===== config.mk =====
export PLATFORM = sky130hd
export DESIGN_NAME = pc_sequencer
export DESIGN_NICKNAME = d
export VERILOG_FILES = /design/src/rtl/pc_sequencer.sv
export SDC_FILE = /design/constraint.sdc
export NUM_CORES = 1
export LEC_CHECK = 0
export CAP_MARGIN = 20
export CORE_MARGIN = 5
export CORE_UTILIZATION = 60
export CTS_BUF_LIST = sky130_fd_sc_hd__clkbuf_2 sky130_fd_sc_hd__clkbuf_4 sky130_fd_sc_hd__clkbuf_8
export DETAILED_ROUTE_END_ITERATION = 8
export PLACE_DENSITY = 0.88
export SKIP_CTS_REPAIR_TIMING = 1
export SYNTH_ARGS = -nofsm -noshare
export SYNTH_HDL_FRONTEND = slang
export SYNTH_SLANG_ARGS = --single-unit

===== constraint.sdc =====
create_clock -name clock -period 6.93 [get_ports clock]
set_input_delay 0.693 -clock clock [delete_from_list [all_inputs] [get_ports clock]]
set_output_delay 0.693 -clock clock [all_outputs]
set_load 0.03 [all_outputs]

===== src/rtl/pc_sequencer.sv =====
// Program counter and return-address stack: next-PC select, call/return stack, sticky fault flags.
// Optional build macro PC_SEQ_STACK_TRAP_EN: stack faults redirect the PC to TRAP_VECTOR.
module pc_sequencer #(
   parameter int                     PC_WIDTH     = 12,
   parameter int                     OFFSET_WIDTH = 8,
   parameter int                     STACK_DEPTH  = 8,
   parameter logic [PC_WIDTH-1:0]    RESET_VECTOR = 12'h000,
   parameter logic [PC_WIDTH-1:0]    TRAP_VECTOR  = 12'hFF0,
   localparam int                    DW           = $clog2(STACK_DEPTH)
) (
   input  logic                      clock,
   input  logic                      reset,
   input  logic                      enable_pc,
   input  logic [1:0]                select_address,
   input  logic [PC_WIDTH-1:0]       jump_address,
   input  logic [OFFSET_WIDTH-1:0]   branch_offset,
   input  logic                      push,
   input  logic                      pop,
   input  logic                      ret,
   output logic [PC_WIDTH-1:0]       pc,
   output logic [DW:0]               stack_depth,
   output logic                      stack_full,
   output logic                      stack_empty,
   output logic                      stack_overflow,
   output logic                      stack_underflow,
   output logic                      protocol_error
);

`ifdef PC_SEQ_STACK_TRAP_EN
   localparam bit TRAP_EN = 1'b1;
`else
   localparam bit TRAP_EN = 1'b0;
`endif

   localparam logic [DW:0]          FULL_D = (DW+1)'(STACK_DEPTH);
   localparam logic [DW:0]          ONE_D  = (DW+1)'(1);
   localparam logic [PC_WIDTH-1:0]  ONE_PC = PC_WIDTH'(1);

   logic [PC_WIDTH-1:0] pc_q, pc_d;
   logic [DW:0]         depth_q, depth_d;
   logic                ovf_q, ovf_d;
   logic                und_q, und_d;
   logic                perr_q, perr_d;
   logic [PC_WIDTH-1:0] stack_q [STACK_DEPTH];

   logic                full, empty;
   logic                ovf_ev, und_ev, perr_ev, fault;
   logic                wr_en, do_pop;
   logic [DW-1:0]       wr_idx, rd_idx;
   logic [PC_WIDTH-1:0] pc_inc, pc_br, top;

   assign full   = (depth_q == FULL_D);
   assign empty  = (depth_q == '0);
   assign wr_idx = depth_q[DW-1:0];
   assign rd_idx = DW'(depth_q - ONE_D);
   assign top    = stack_q[rd_idx];
   assign pc_inc = pc_q + ONE_PC;
   assign pc_br  = pc_inc + {{(PC_WIDTH-OFFSET_WIDTH){branch_offset[OFFSET_WIDTH-1]}}, branch_offset};

   // Simultaneous push+pop cancels both stack ops; ret is judged independently.
   assign perr_ev = enable_pc & push & pop;
   assign ovf_ev  = enable_pc & push & ~pop & full;
   assign und_ev  = enable_pc & ((ret & empty) | (pop & ~push & empty));
   assign fault   = TRAP_EN & (ovf_ev | und_ev);
   assign wr_en   = enable_pc & push & ~pop & ~full & ~fault;
   assign do_pop  = enable_pc & pop & ~push & ~empty & ~fault;

   always_comb begin
      pc_d = pc_q;
      if (enable_pc) begin
         if (ret && !empty)
            pc_d = top;
         else if (ret)
            pc_d = pc_inc;
         else begin
            case (select_address)
               2'b10:   pc_d = jump_address;
               2'b01:   pc_d = pc_br;
               default: pc_d = pc_inc;
            endcase
         end
         if (fault)
            pc_d = TRAP_VECTOR;
      end
   end

   always_comb begin
      depth_d = depth_q;
      if (wr_en)
         depth_d = depth_q + ONE_D;
      else if (do_pop)
         depth_d = depth_q - ONE_D;
      ovf_d  = ovf_q | ovf_ev;
      und_d  = und_q | und_ev;
      perr_d = perr_q | perr_ev;
   end

   always_ff @(posedge clock or posedge reset) begin
      if (reset) begin
         pc_q    <= RESET_VECTOR;
         depth_q <= '0;
         ovf_q   <= 1'b0;
         und_q   <= 1'b0;
         perr_q  <= 1'b0;
      end else begin
         pc_q    <= pc_d;
         depth_q <= depth_d;
         ovf_q   <= ovf_d;
         und_q   <= und_d;
         perr_q  <= perr_d;
      end
   end

   // Stack contents are don't-care after reset, so no reset on the storage.
   always_ff @(posedge clock) begin
      if (wr_en)
         stack_q[wr_idx] <= pc_inc;
   end

   assign pc              = pc_q;
   assign stack_depth     = depth_q;
   assign stack_full      = full;
   assign stack_empty     = empty;
   assign stack_overflow  = ovf_q;
   assign stack_underflow = und_q;
   assign protocol_error  = perr_q;

endmodule


==> impl_metrics.csv <==
group,metric,value,unit
setup_path,rr_worst_depth,10,
synthesis,synth_edf_count,96,
setup_path,crit_path_top_delay_cell,"xnor2_1",
timing,clock.fmax,0.2833,GHz
routing,vias,3692,
timing,rsz0062_at_grt,"no",
grt,overflow,0,
grt,grt_pass1_vias,3742,
synthesis,synth_fp_nets,414,
clock_tree,cts_max_path_buffers,2,
die,initial_core_util,0.6060,
job,drv_cap,0,
synthesis,yosysUniqueCellTypes,62,
die,ios,49,
setup_path,crit_family,"compound AO/OA/AOI/OAI gates",
routing,drt_iter0_drc,466,
final_layout,final-seq-area,3359,sq um
setup_path,cp.depth,10,
timing,hold_viol,0,
setup_path,r2r_end,"pc[11]",
power_and_ir_drop,p_per_area,473.3,nW/um^2
synthesis,ys_seq_elements,115,
synthesis,ys_warn_count,0,
routing,wire_per_inst,24.62,um
setup_path,crit_type,"flop to flop",
routing,routed_wl,13.64,mm
die,die_h,105.9,um
placement,dp_cells,514,
synthesis,synthArstFlopShare,0.1652,
setup_path,r2r_start,"pc[3]",
clock_tree,cts_tree,"done",
setup_path,arrival,3.86,ns
setup_path,endpoint_kind,"flop",
timing,tightest_slew,1.143,ns
run_status,status,"finished clean",
routing,drcViolationCount,0,
placement,gp_congestion,0.8792,
final_layout,fillers,566,
final_layout,antenna_cells,0,
clock_tree,cts_root_buffer,"clkbuf_8",
clock_tree,cts.htree.levels,4,
synthesis,synth_area_leader_cell,"edfxtp_1",
synthesis,synth_top_area_frac,0.5222,
grt,grt_pass1_wl,21.00,mm
clock_tree,clkLatencyLatePin,0.43,ns
grt,antenna_found_initial,0,
routing,wirelength_met1,5.325,mm
final_layout,multi_input_area,2052,sq um
die,die_area,11220,sq um
synthesis,synth_ff_type,"edfxtp_1",
synthesis,synth_cells,367,
placement,portBuffers,48,
synthesis,avgSynthCellArea,15.04,sq um
routing,vias_per_cell,6.664,
clock_tree,clk_pin_slew,0.07,ns
setup_path,cp-startpoint,"pc[3]",
die,die_x,105.9,um
setup_path,cp_cell_sequence,"and4_1, nand2_1, xnor2_1, ha_1, a21o_1, a21o_1, a221o_1, a21oi_2, xnor2_1, o31ai_1",
timing,drv_slew,0,
clock_tree,cts_made_buffers,17,
synthesis,netlist_area,5520,sq um
routing,ant_nets,0,
final_layout,areaGrowthSynthToFinish,19.76,%
die,core_region_area,9109,sq um
hold_path,min_path_type,"flop to flop",
grt,grt_usage,0.2529,
timing,setup_tns,0,ns
setup_path,cp_max_fo,10,
timing,fin_skew,0.01435,ns
timing,finalSetupViolations,0,
power_and_ir_drop,p_leak,2.363,nW
setup_path,cp_slowest_stage_delay,0.83,ns
setup_path,required,7.26,ns
setup_path,path_buf_inv,0,
routing,route.met2.wl,6.823,mm
routing,route.met3.wl,1.092,mm
power_and_ir_drop,vdd_drop_max,272.8,uV
timing,maxSlewHeadroom,0.2326,
synthesis,synthTopCellsByArea,"edfxtp_1, mux4_2, dfrtp_1",
clock_tree,clock_sinks,115,
placement,place_hpwl,8.892,mm
setup_path,start_kind,"flop",
setup_path,crit_end,"pc[11]",
setup_path,rrSetupSlack,3.40,ns
synthesis,ys_seq_area_frac,0.6083,
final_layout,fin_cells,554,
grt,grt_max_degree,34,
final_layout,nets,477,
routing,top_layer,"met4",
die,rows,35,
timing,min_period,3.530,ns
timing,finalCritPeriodShare,0.5094,
routing,firstDrtPassIters,6,
final_layout,drive_gt1_frac,0.2032,
==> cell usage in the layout, fill, tap and decap left out, types with 6 or more instances in the layout <==
cell type        count
edfxtp_1            96
clkdlybuf4s50_1     48
mux4_2              24
o21ai_0             20
ha_1                18
dfrtp_1             18
xnor2_1             17
clkbuf_8            17
nand2_1             15
a21oi_1             13
nor2_1              12
mux2i_1             11
inv_1               10
nor3_1               7
clkinv_4             7
buf_6                7
a21o_1               6
o211ai_1             6
nand3_1              6
==> cells by family after synthesis <==
logic type      synth area share
xor+xnor                 0.03626
buf+inv                  0.02470
mux                       0.1219
simple gates             0.06755
flops                     0.6083
compound gates           0.09678
fa+ha+maj                0.04443
==> layout make-up <==
class,count,area share
clock buffer,17,0.03539
timing repair buffer,61,0.09444
multi-input combinational,224,0.3104
inverter,11,0.006245
tap,111,0.02101
sequential,115,0.5081
clock inverter,15,0.02441
==> Yosys cell counts (7+ instances only) <==
| cell | count |
|---|---|
| xnor2_1 | 17 |
| a21oi_1 | 13 |
| dfrtp_1 | 19 |
| ha_1 | 18 |
| edfxtp_1 | 96 |
| mux2i_1 | 11 |
| mux4_2 | 24 |
| nor2_1 | 12 |
| nor3_1 | 11 |
| clkbuf_1 | 7 |
| inv_1 | 10 |
| o21ai_0 | 20 |
| nand2_1 | 15 |
==> metrics by stage <==
step	hold slack (ns)	power, W	setup WS, ns	util	instance area, sq um
floorplan	0.6362	0.001995	3.169	-	5520
global placement	0.4485	0.002402	3.282	0.6683	6087
detailed placement	0.4642	0.002443	3.186	0.6720	6121
CTS	0.4804	0.003057	3.131	0.7154	6516
global route	0.5068	0.003264	3.211	0.7258	6611
finish	0.4756	0.003129	3.400	0.7258	6611
==> per-layer routing <==
metal  up-vias  track usage
li1       1587            -
met1      1799       0.3388
met2       270       0.4085
met3        36      0.05161
met4         0       0.1036
met5         -            0
==> registers in the layout (all words and copies together), names as in the netlist <==
signal	cells
stack_depth	4
stack_q	96
pc	12
stack_overflow	1
protocol_error	1
stack_underflow	1
==> report_power, final <==
group / total (W) / switching, W / leakage, nW / internal (W)
logic: 0.00148 / 0.000865 / 1.08 / 0.000617
registers: 0.00104 / 0.000104 / 1.09 / 0.000933
clock network: 0.000610 / 0.000289 / 0.190 / 0.000321
==> how the worst min path moves through the flow <==
stage                         startpoint        endpoint  slack, ns  cells past startpoint
final                     protocol_error  protocol_error       0.48                      1
after global routing      protocol_error  protocol_error       0.51                      1
after CTS                 protocol_error  protocol_error       0.48                      1
after detailed placement  protocol_error  protocol_error       0.46                      1
after global placement    protocol_error  protocol_error       0.45                      1
after floorplan                    reset           pc[0]       0.64                      1
Power figures use the tool's default switching activity.
